### src/rtl/pipe_controller.sv
// Decode/issue controller: turns one opcode per cycle into a registered EXE control bundle,
// owns the Z/N flag register and, when CTRL_MULT_SEQ_EN is defined, sequences multi-cycle MULTs.
//
// state     | meaning
// RUN       | accepting instructions when no hazard or flush is present
// MULT_BUSY | MULT occupies EXE; front end stalled, bubbles issued until the counter expires
module pipe_controller #(
    parameter int OP_W        = 6,
    parameter int WORD_W      = 32,
    parameter int CMD_W       = 4,
    parameter int MULT_CYCLES = 4
) (
    input  logic              clk,
    input  logic              rst,
    input  logic              op_valid,
    input  logic [OP_W-1:0]   opCode,
    input  logic [WORD_W-1:0] src1,
    input  logic [WORD_W-1:0] src2,
    input  logic              hazard_detected,
    input  logic              flush,
    output logic [CMD_W-1:0]  EXE_CMD,
    output logic              WB_EN,
    output logic              MEM_R_EN,
    output logic              MEM_W_EN,
    output logic              Is_Imm,
    output logic              ST_or_BNE,
    output logic              is_add_base,
    output logic              branchEn,
    output logic              jumpEnable,
    output logic [1:0]        Branch_command,
    output logic              branch_taken,
    output logic              Z,
    output logic              N,
    output logic              stall
);

    localparam logic [5:0] OP_ADD      = 6'd1;
    localparam logic [5:0] OP_SUB      = 6'd2;
    localparam logic [5:0] OP_AND      = 6'd3;
    localparam logic [5:0] OP_SLL      = 6'd4;
    localparam logic [5:0] OP_ADDI     = 6'd5;
    localparam logic [5:0] OP_LW       = 6'd6;
    localparam logic [5:0] OP_SW       = 6'd7;
    localparam logic [5:0] OP_CLR      = 6'd8;
    localparam logic [5:0] OP_MOVI     = 6'd9;
    localparam logic [5:0] OP_ADD_BASE = 6'd10;
    localparam logic [5:0] OP_BNE      = 6'd11;
    localparam logic [5:0] OP_JMP      = 6'd12;
    localparam logic [5:0] OP_CMP      = 6'd13;
    localparam logic [5:0] OP_MULT     = 6'd14;

    localparam logic [3:0] EXE_NO_OPERATION = 4'd0;
    localparam logic [3:0] EXE_ADD          = 4'd1;
    localparam logic [3:0] EXE_SUB          = 4'd2;
    localparam logic [3:0] EXE_AND          = 4'd3;
    localparam logic [3:0] EXE_SLL          = 4'd4;
    localparam logic [3:0] EXE_CLR          = 4'd5;
    localparam logic [3:0] EXE_MOVI         = 4'd6;
    localparam logic [3:0] EXE_MULT         = 4'd7;

    localparam logic [1:0] COND_BNE  = 2'd1;
    localparam logic [1:0] COND_JUMP = 2'd2;

    if (MULT_CYCLES < 2 || MULT_CYCLES > 16) begin : g_bad_mult_cycles
        $error("pipe_controller: MULT_CYCLES must be within 2..16");
    end

    logic             busy;
    logic             accept;
    logic             cmp_en;
    logic [CMD_W-1:0] exe_cmd_d;
    logic             wb_en_d, mem_r_en_d, mem_w_en_d, is_imm_d, st_or_bne_d, is_add_base_d;
    logic             branch_en_d, jump_en_d, branch_taken_d;
    logic [1:0]       branch_cmd_d;

    // flush outranks hazard; both only ever produce a bubble, so a single gate suffices
    assign accept = op_valid && !hazard_detected && !flush && !busy;

    always_comb begin
        exe_cmd_d      = CMD_W'(EXE_NO_OPERATION);
        wb_en_d        = 1'b0;
        mem_r_en_d     = 1'b0;
        mem_w_en_d     = 1'b0;
        is_imm_d       = 1'b0;
        st_or_bne_d    = 1'b0;
        is_add_base_d  = 1'b0;
        branch_en_d    = 1'b0;
        jump_en_d      = 1'b0;
        branch_cmd_d   = 2'b00;
        branch_taken_d = 1'b0;
        cmp_en         = 1'b0;
        if (accept) begin
            case (opCode)
                OP_W'(OP_ADD): begin exe_cmd_d = CMD_W'(EXE_ADD); wb_en_d = 1'b1; end
                OP_W'(OP_SUB): begin exe_cmd_d = CMD_W'(EXE_SUB); wb_en_d = 1'b1; end
                OP_W'(OP_AND): begin exe_cmd_d = CMD_W'(EXE_AND); wb_en_d = 1'b1; end
                OP_W'(OP_SLL): begin exe_cmd_d = CMD_W'(EXE_SLL); wb_en_d = 1'b1; end
                OP_W'(OP_ADDI): begin
                    exe_cmd_d = CMD_W'(EXE_ADD);
                    wb_en_d   = 1'b1;
                    is_imm_d  = 1'b1;
                end
                OP_W'(OP_LW), OP_W'(OP_ADD_BASE): begin
                    exe_cmd_d     = CMD_W'(EXE_ADD);
                    wb_en_d       = 1'b1;
                    is_imm_d      = 1'b1;
                    st_or_bne_d   = 1'b1;
                    mem_r_en_d    = 1'b1;
                    is_add_base_d = (opCode == OP_W'(OP_ADD_BASE));
                end
                OP_W'(OP_SW): begin
                    is_imm_d    = 1'b1;
                    st_or_bne_d = 1'b1;
                    mem_w_en_d  = 1'b1;
                end
                OP_W'(OP_CLR): begin
                    exe_cmd_d = CMD_W'(EXE_CLR);
                    wb_en_d   = 1'b1;
                    is_imm_d  = 1'b1;
                end
                OP_W'(OP_MOVI): begin
                    exe_cmd_d = CMD_W'(EXE_MOVI);
                    wb_en_d   = 1'b1;
                    is_imm_d  = 1'b1;
                end
                // resolved against the flag register as it stands before this edge
                OP_W'(OP_BNE): begin
                    is_imm_d       = 1'b1;
                    branch_en_d    = 1'b1;
                    branch_cmd_d   = COND_BNE;
                    branch_taken_d = ~Z;
                end
                OP_W'(OP_JMP): begin
                    is_imm_d       = 1'b1;
                    branch_en_d    = 1'b1;
                    jump_en_d      = 1'b1;
                    branch_cmd_d   = COND_JUMP;
                    branch_taken_d = 1'b1;
                end
                OP_W'(OP_CMP):  cmp_en = 1'b1;
                OP_W'(OP_MULT): exe_cmd_d = CMD_W'(EXE_MULT);
                default: ;
            endcase
        end
    end

    always_ff @(posedge clk or negedge rst) begin
        if (!rst) begin
            EXE_CMD        <= CMD_W'(EXE_NO_OPERATION);
            WB_EN          <= 1'b0;
            MEM_R_EN       <= 1'b0;
            MEM_W_EN       <= 1'b0;
            Is_Imm         <= 1'b0;
            ST_or_BNE      <= 1'b0;
            is_add_base    <= 1'b0;
            branchEn       <= 1'b0;
            jumpEnable     <= 1'b0;
            Branch_command <= 2'b00;
            branch_taken   <= 1'b0;
            Z              <= 1'b0;
            N              <= 1'b0;
        end else begin
            EXE_CMD        <= exe_cmd_d;
            WB_EN          <= wb_en_d;
            MEM_R_EN       <= mem_r_en_d;
            MEM_W_EN       <= mem_w_en_d;
            Is_Imm         <= is_imm_d;
            ST_or_BNE      <= st_or_bne_d;
            is_add_base    <= is_add_base_d;
            branchEn       <= branch_en_d;
            jumpEnable     <= jump_en_d;
            Branch_command <= branch_cmd_d;
            branch_taken   <= branch_taken_d;
            if (cmp_en) begin
                Z <= (src1 == src2);
                N <= ($signed(src1) < $signed(src2));
            end
        end
    end

`ifdef CTRL_MULT_SEQ_EN
    localparam int         CNT_W     = $clog2(MULT_CYCLES);
    localparam logic [0:0] RUN       = 1'b0;
    localparam logic [0:0] MULT_BUSY = 1'b1;

    logic [0:0]       state;
    logic [CNT_W-1:0] mult_cnt;
    logic             mult_start;

    assign mult_start = accept && (opCode == OP_W'(OP_MULT));
    assign busy       = (state == MULT_BUSY);
    assign stall      = busy;

    // counter holds the remaining busy cycles; leaving on 1 gives exactly MULT_CYCLES-1 stall cycles
    always_ff @(posedge clk or negedge rst) begin
        if (!rst) begin
            state    <= RUN;
            mult_cnt <= '0;
        end else begin
            case (state)
                RUN: begin
                    if (mult_start) begin
                        state    <= MULT_BUSY;
                        mult_cnt <= CNT_W'(MULT_CYCLES - 1);
                    end
                end
                MULT_BUSY: begin
                    if (flush) begin
                        state    <= RUN;
                        mult_cnt <= '0;
                    end else begin
                        mult_cnt <= mult_cnt - 1'b1;
                        if (mult_cnt == CNT_W'(1)) state <= RUN;
                    end
                end
                default: begin
                    state    <= RUN;
                    mult_cnt <= '0;
                end
            endcase
        end
    end
`else
    assign busy  = 1'b0;
    assign stall = 1'b0;
`endif

endmodule

### config.mk
export PLATFORM = sky130hd
export DESIGN_NAME = pipe_controller
export DESIGN_NICKNAME = d
export VERILOG_FILES = /design/src/rtl/pipe_controller.sv
export SDC_FILE = /design/constraint.sdc
export NUM_CORES = 1
export LEC_CHECK = 0
export BUFFER_PORTS_ARGS = -buffer_cell sky130_fd_sc_hd__buf_2
export CORE_UTILIZATION = 43
export CTS_BUF_LIST = sky130_fd_sc_hd__clkbuf_16
export CTS_CLUSTER_DIAMETER = 40
export DETAILED_ROUTE_END_ITERATION = 10
export GPL_TIMING_DRIVEN = 0
export PLACE_DENSITY = 0.8
export SYNTH_ARGS = -nofsm -noshare
export SYNTH_HDL_FRONTEND = slang
export SYNTH_SLANG_ARGS = --single-unit
### constraint.sdc
create_clock -name clk -period 0.9 [get_ports clk]
set_input_delay 0.045 -clock clk [delete_from_list [all_inputs] [get_ports clk]]
set_output_delay 0.045 -clock clk [all_outputs]
set_load 0.005 [all_outputs]
# Word level (Yosys, flattened, before mapping)
# Cells that the tools add are included.
# W data, S select, Z words.
[totals] input_bits=75 register_bits=17 out_inout_bits=18 wordCells=64
[op_classes] n_mux=24 bitwise=1 order_cmp=1 reduce_logical=10 n_eq_ne=15
[ops] operator="$eq A6 B4 Y1 const B" count=7
[ops] operator="$eq A32 B32 Y1" count=1
[ops] operator="$lt A32 B32 Y1" count=1
[ops] operator="$eq A6 B3 Y1 const B" count=4
[ops] operator="$pmux W3 S7" count=1
[ops] operator="$mux W1" count=19
[ops] operator="$eq A6 B2 Y1 const B" count=2
[ops] operator="$reduce_or A9 Y1" count=1
[ops] operator="$reduce_or A8 Y1" count=1
[ops] operator="$eq A6 B1 Y1 const B" count=1
[ops] operator="$mux W4" count=1
[ops] operator="$pmux W2 S2" count=1
[ops] operator="$reduce_or A2 Y1" count=2
[ops] operator="$reduce_or A4 Y1" count=1
[ops] operator="$reduce_or A3 Y1" count=1
[ops] operator="$logic_and A1 B1 Y1" count=2
[ops] operator="$logic_not A1 Y1" count=2
[ops] operator="$mux W2" count=1
[ops] operator="$pmux W1 S2" count=1
[ops] operator="$not A1 Y1" count=1

# Longest topological paths before layout
[depth] ltp_word=4 depth_mapped=8 mapped_depth_nobuf=8

# Least setup slack after synthesis
# Ideal clock, no wire load.
[synth_path] path_kind="input-to-reg" from="in src2[17]" to="reg N" t_arrival_ns=1.838 path_buffers=0 path_slack_ns=-1.014 setup_ns=0.076 required_time_ns=0.824 path_stages=8 cell_sequence="inv_1 -> ha_1 -> a21o_1 -> a221o_1 -> a22o_1 -> or4_1 -> or3_1 -> o21ai_1"
[synth_between] elab_chain_cells=1
[synth_lines] item="from (decl)" line="18" text="input logic [WORD_W-1:0] src2,"
[synth_lines] item="$lt A32 B32 Y1" line="176" text="N <= ($signed(src1) < $signed(src2));"
[synth_lines] item="to (signal assigned)" line="176"
[synth_lines] item="to (decl)" line="33" text="output logic N,"
# No other way between the ends.
# A chain may end at the register's enable or synchronous reset.

# Worst setup path after layout
# Ends and elaborated chain as after synthesis.

==> results.sh <==
export IMPL_antenna_found_initial=0
export IMPL_fin_cells=323
export IMPL_vias=1610
export IMPL_fin_skew_ns=0.0000616
export IMPL_crit_required_ns=1.07
export IMPL_antenna_left=0
export IMPL_postSynth_asyncResetShare_pct=100
export IMPL_clock_latency_ns=0.24
export IMPL_synth_seq_cells=16
export IMPL_htreeDepth=1
export IMPL_leakage_nw=1.40
export IMPL_place_hpwl_um=2790
export IMPL_grt_max_degree=17
export IMPL_fin_crit_ns=1.71
export IMPL_grt_pass1_vias=1469
export IMPL_post_place_cells=316
export IMPL_hold_path_class="in -> reg"
export IMPL_worstMarginPinSlew_ns=0.515
export IMPL_holdWs_ns=0.0986
export IMPL_setup_ws_ns=-0.807
export IMPL_cts_clk_slew_worst_paths_ns=0.05
export IMPL_synth_top_cell_by_area="dfrtp_1"
export IMPL_ys_types=41
export IMPL_worstPathMaxFanout=2
export IMPL_placed_cell_area_mm2=0.00212
export IMPL_start_util_pct=45.2
export IMPL_r2r_cells=2
export IMPL_syn_area_mm2=0.00152
export IMPL_avgRoutedWirePerCell_um=11.4
export IMPL_outcome="complete, but fails checks"
export IMPL_synth_top_cell_area_share_pct=26.3
export IMPL_slew_violations=0
export IMPL_synth_common_cells="inv_1, ha_1, dfrtp_1, a21oi_1"
export IMPL_ys_warn_count=0
export IMPL_ir_worst_vdd_mv=0.506
export IMPL_postSynthCellCount=181
export IMPL_hold_violations=0
export IMPL_fp_row_count=21
export IMPL_drv_cap=0
export IMPL_worstSetupPathType="in -> reg"
export IMPL_drt_iter0_drc=42
export IMPL_startpoint_type="primary input"
export IMPL_cts_tree="yes"
export IMPL_relSlewSlack_pct=65.7
export IMPL_first_pass_iters=4
export IMPL_layout_drive_gt1_share_pct=47.3
export IMPL_synth_area_top_cells="dfrtp_1, ha_1, inv_1"
export IMPL_hold_path_depth=3
export IMPL_clock_sinks=16
export IMPL_finalSetupViolCount=7
export IMPL_synth_edff_count=0
export IMPL_final_area_mm2=0.00241
export IMPL_portBuffers=88
export IMPL_nNetsFinal=386
export IMPL_grt_setup_unrepaired="true"
export IMPL_cts_buffer_depth=2
export IMPL_grt_ovfl_total=0
export IMPL_clock_fmax_ghz=0.586
export IMPL_io_pins=93
export IMPL_cp_arrival_ns=1.88
export IMPL_chipHeight_um=61.5
export IMPL_synth_ff_type="dfrtp_1"
export IMPL_yosysSeqAreaShare_pct=26.3
export IMPL_critPathCaptureType="flip-flop"
export IMPL_finalCritPeriodShare_pct=190
export IMPL_wirelength_um=3690
export IMPL_route_detailed_drc=0
export IMPL_grt_first_pass_wirelength_um=5570
export IMPL_core_area_mm2=0.00336
export IMPL_p_total_mw=2.29
export IMPL_die_width_um=61.5
export IMPL_diodes=0
export IMPL_vias_per_cell=4.98
export IMPL_cts_inserted_buffers=3
export IMPL_violations="setup timing"
export IMPL_place_congestion=0.778
export IMPL_synth_avg_cell_area_um2=8.41
export IMPL_cts_root_buffer="clkbuf_16"
export IMPL_power_density_mw_per_mm2=952
export IMPL_grt_use_total_pct=19.1
export IMPL_synthToLayoutAreaGrowth_pct=58.5
export IMPL_yosysMostFrequentCell="inv_1"
export IMPL_die_area_mm2=0.00378
## registers in the layout, summed over array words and instances (netlist names)
register / flops
branch_taken: 1
branchEn: 1
Is_Imm: 1
Branch_command: 2
EXE_CMD: 3
jumpEnable: 1
N: 1
MEM_R_EN: 1
ST_or_BNE: 1
Z: 1
is_add_base: 1
WB_EN: 1
MEM_W_EN: 1
## worst paths after layout
| kind | startpoint | end | slack, ns |
|---|---|---|---|
| worst max-delay path | src2[17] | N | -0.81 |
| worst min-delay path | opCode[0] | MEM_W_EN | 0.1 |
| worst max register to register | N | N | 0.16 |
| worst min register to register | Z | branch_taken | 0.51 |
| max in group asynchronous | rst | EXE_CMD[1] | 0.41 |
| min in group asynchronous | rst | is_add_base | 0.24 |
## critical path, stage by stage
cell	delay, ns
buf_6	0.10
inv_4	0.04
ha_4	0.19
a21o_1	0.17
a221o_1	0.29
a22o_1	0.21
or4_4	0.41
or3_1	0.31
o21ai_1	0.11
## routing by layer
layer	track usage [%]	routed length, µm
met1	20.8	1340
met2	37.3	2050
met3	2.31	250
met4	6.98	44
met5	0	0
## where the power goes
part | switching (mW) | internal, mW
logic | 0.330 | 0.386
clock network | 0.267 | 0.583
registers | 0.00237 | 0.727
## repair_timing
| action | CTS | global route |
|---|---|---|
| gates resized for setup | 22 | 13 |
| setup endpoints to repair | 7 | 7 |
| gates cloned | 0 | 0 |
| pin swaps | 7 | 5 |
| hold endpoints to repair | 16 | 0 |
| setup buffers | 2 | 1 |
| hold buffers | 1 | 0 |
## stage by stage
stage               util, %  worst slack (ns)  TNS, ns
floorplan                 -             -1.01    -2.85
global placement       63.0             -1.19    -4.72
detailed placement     63.0             -1.21    -5.10
CTS                    69.3            -0.831    -1.90
global route           71.7            -0.870    -2.33
finish                 71.7            -0.807    -2.00
## logic make-up after synthesis
logic type | share of synthesized area [%]
XOR/XNOR | 1.15
buffers and inverters | 12.5
AND/OR/NAND/NOR | 18.1
other | 0.246
flip-flops | 26.3
AO/OA/AOI/OAI | 15.4
adder cells (fa/ha/maj) | 26.3
## layout by cell type (no fill, tap or decap), types with 3 or more instances in the layout
cell,count
dfrtp_1,16
a21o_1,4
nand3_1,5
inv_4,3
nor2_1,10
clkbuf_16,3
inv_2,6
inv_1,28
ha_1,24
buf_4,5
nand4_1,7
buf_6,14
ha_4,8
o21ai_0,3
nand2_1,8
buf_2,74
a21oi_1,13
or4_4,3
## layout make-up
| type | count | area [µm²] |
|---|---|---|
| repair buffers | 92 | 564 |
| well taps | 46 | 57.6 |
| inverters | 38 | 163 |
| flip-flops and latches | 16 | 400 |
| clock buffers | 3 | 75.1 |
| plain buffers | 6 | 47.5 |
| fillers | 262 | 952 |
| multi-input cells | 122 | 1100 |
Power figures use the tool's default switching activity.
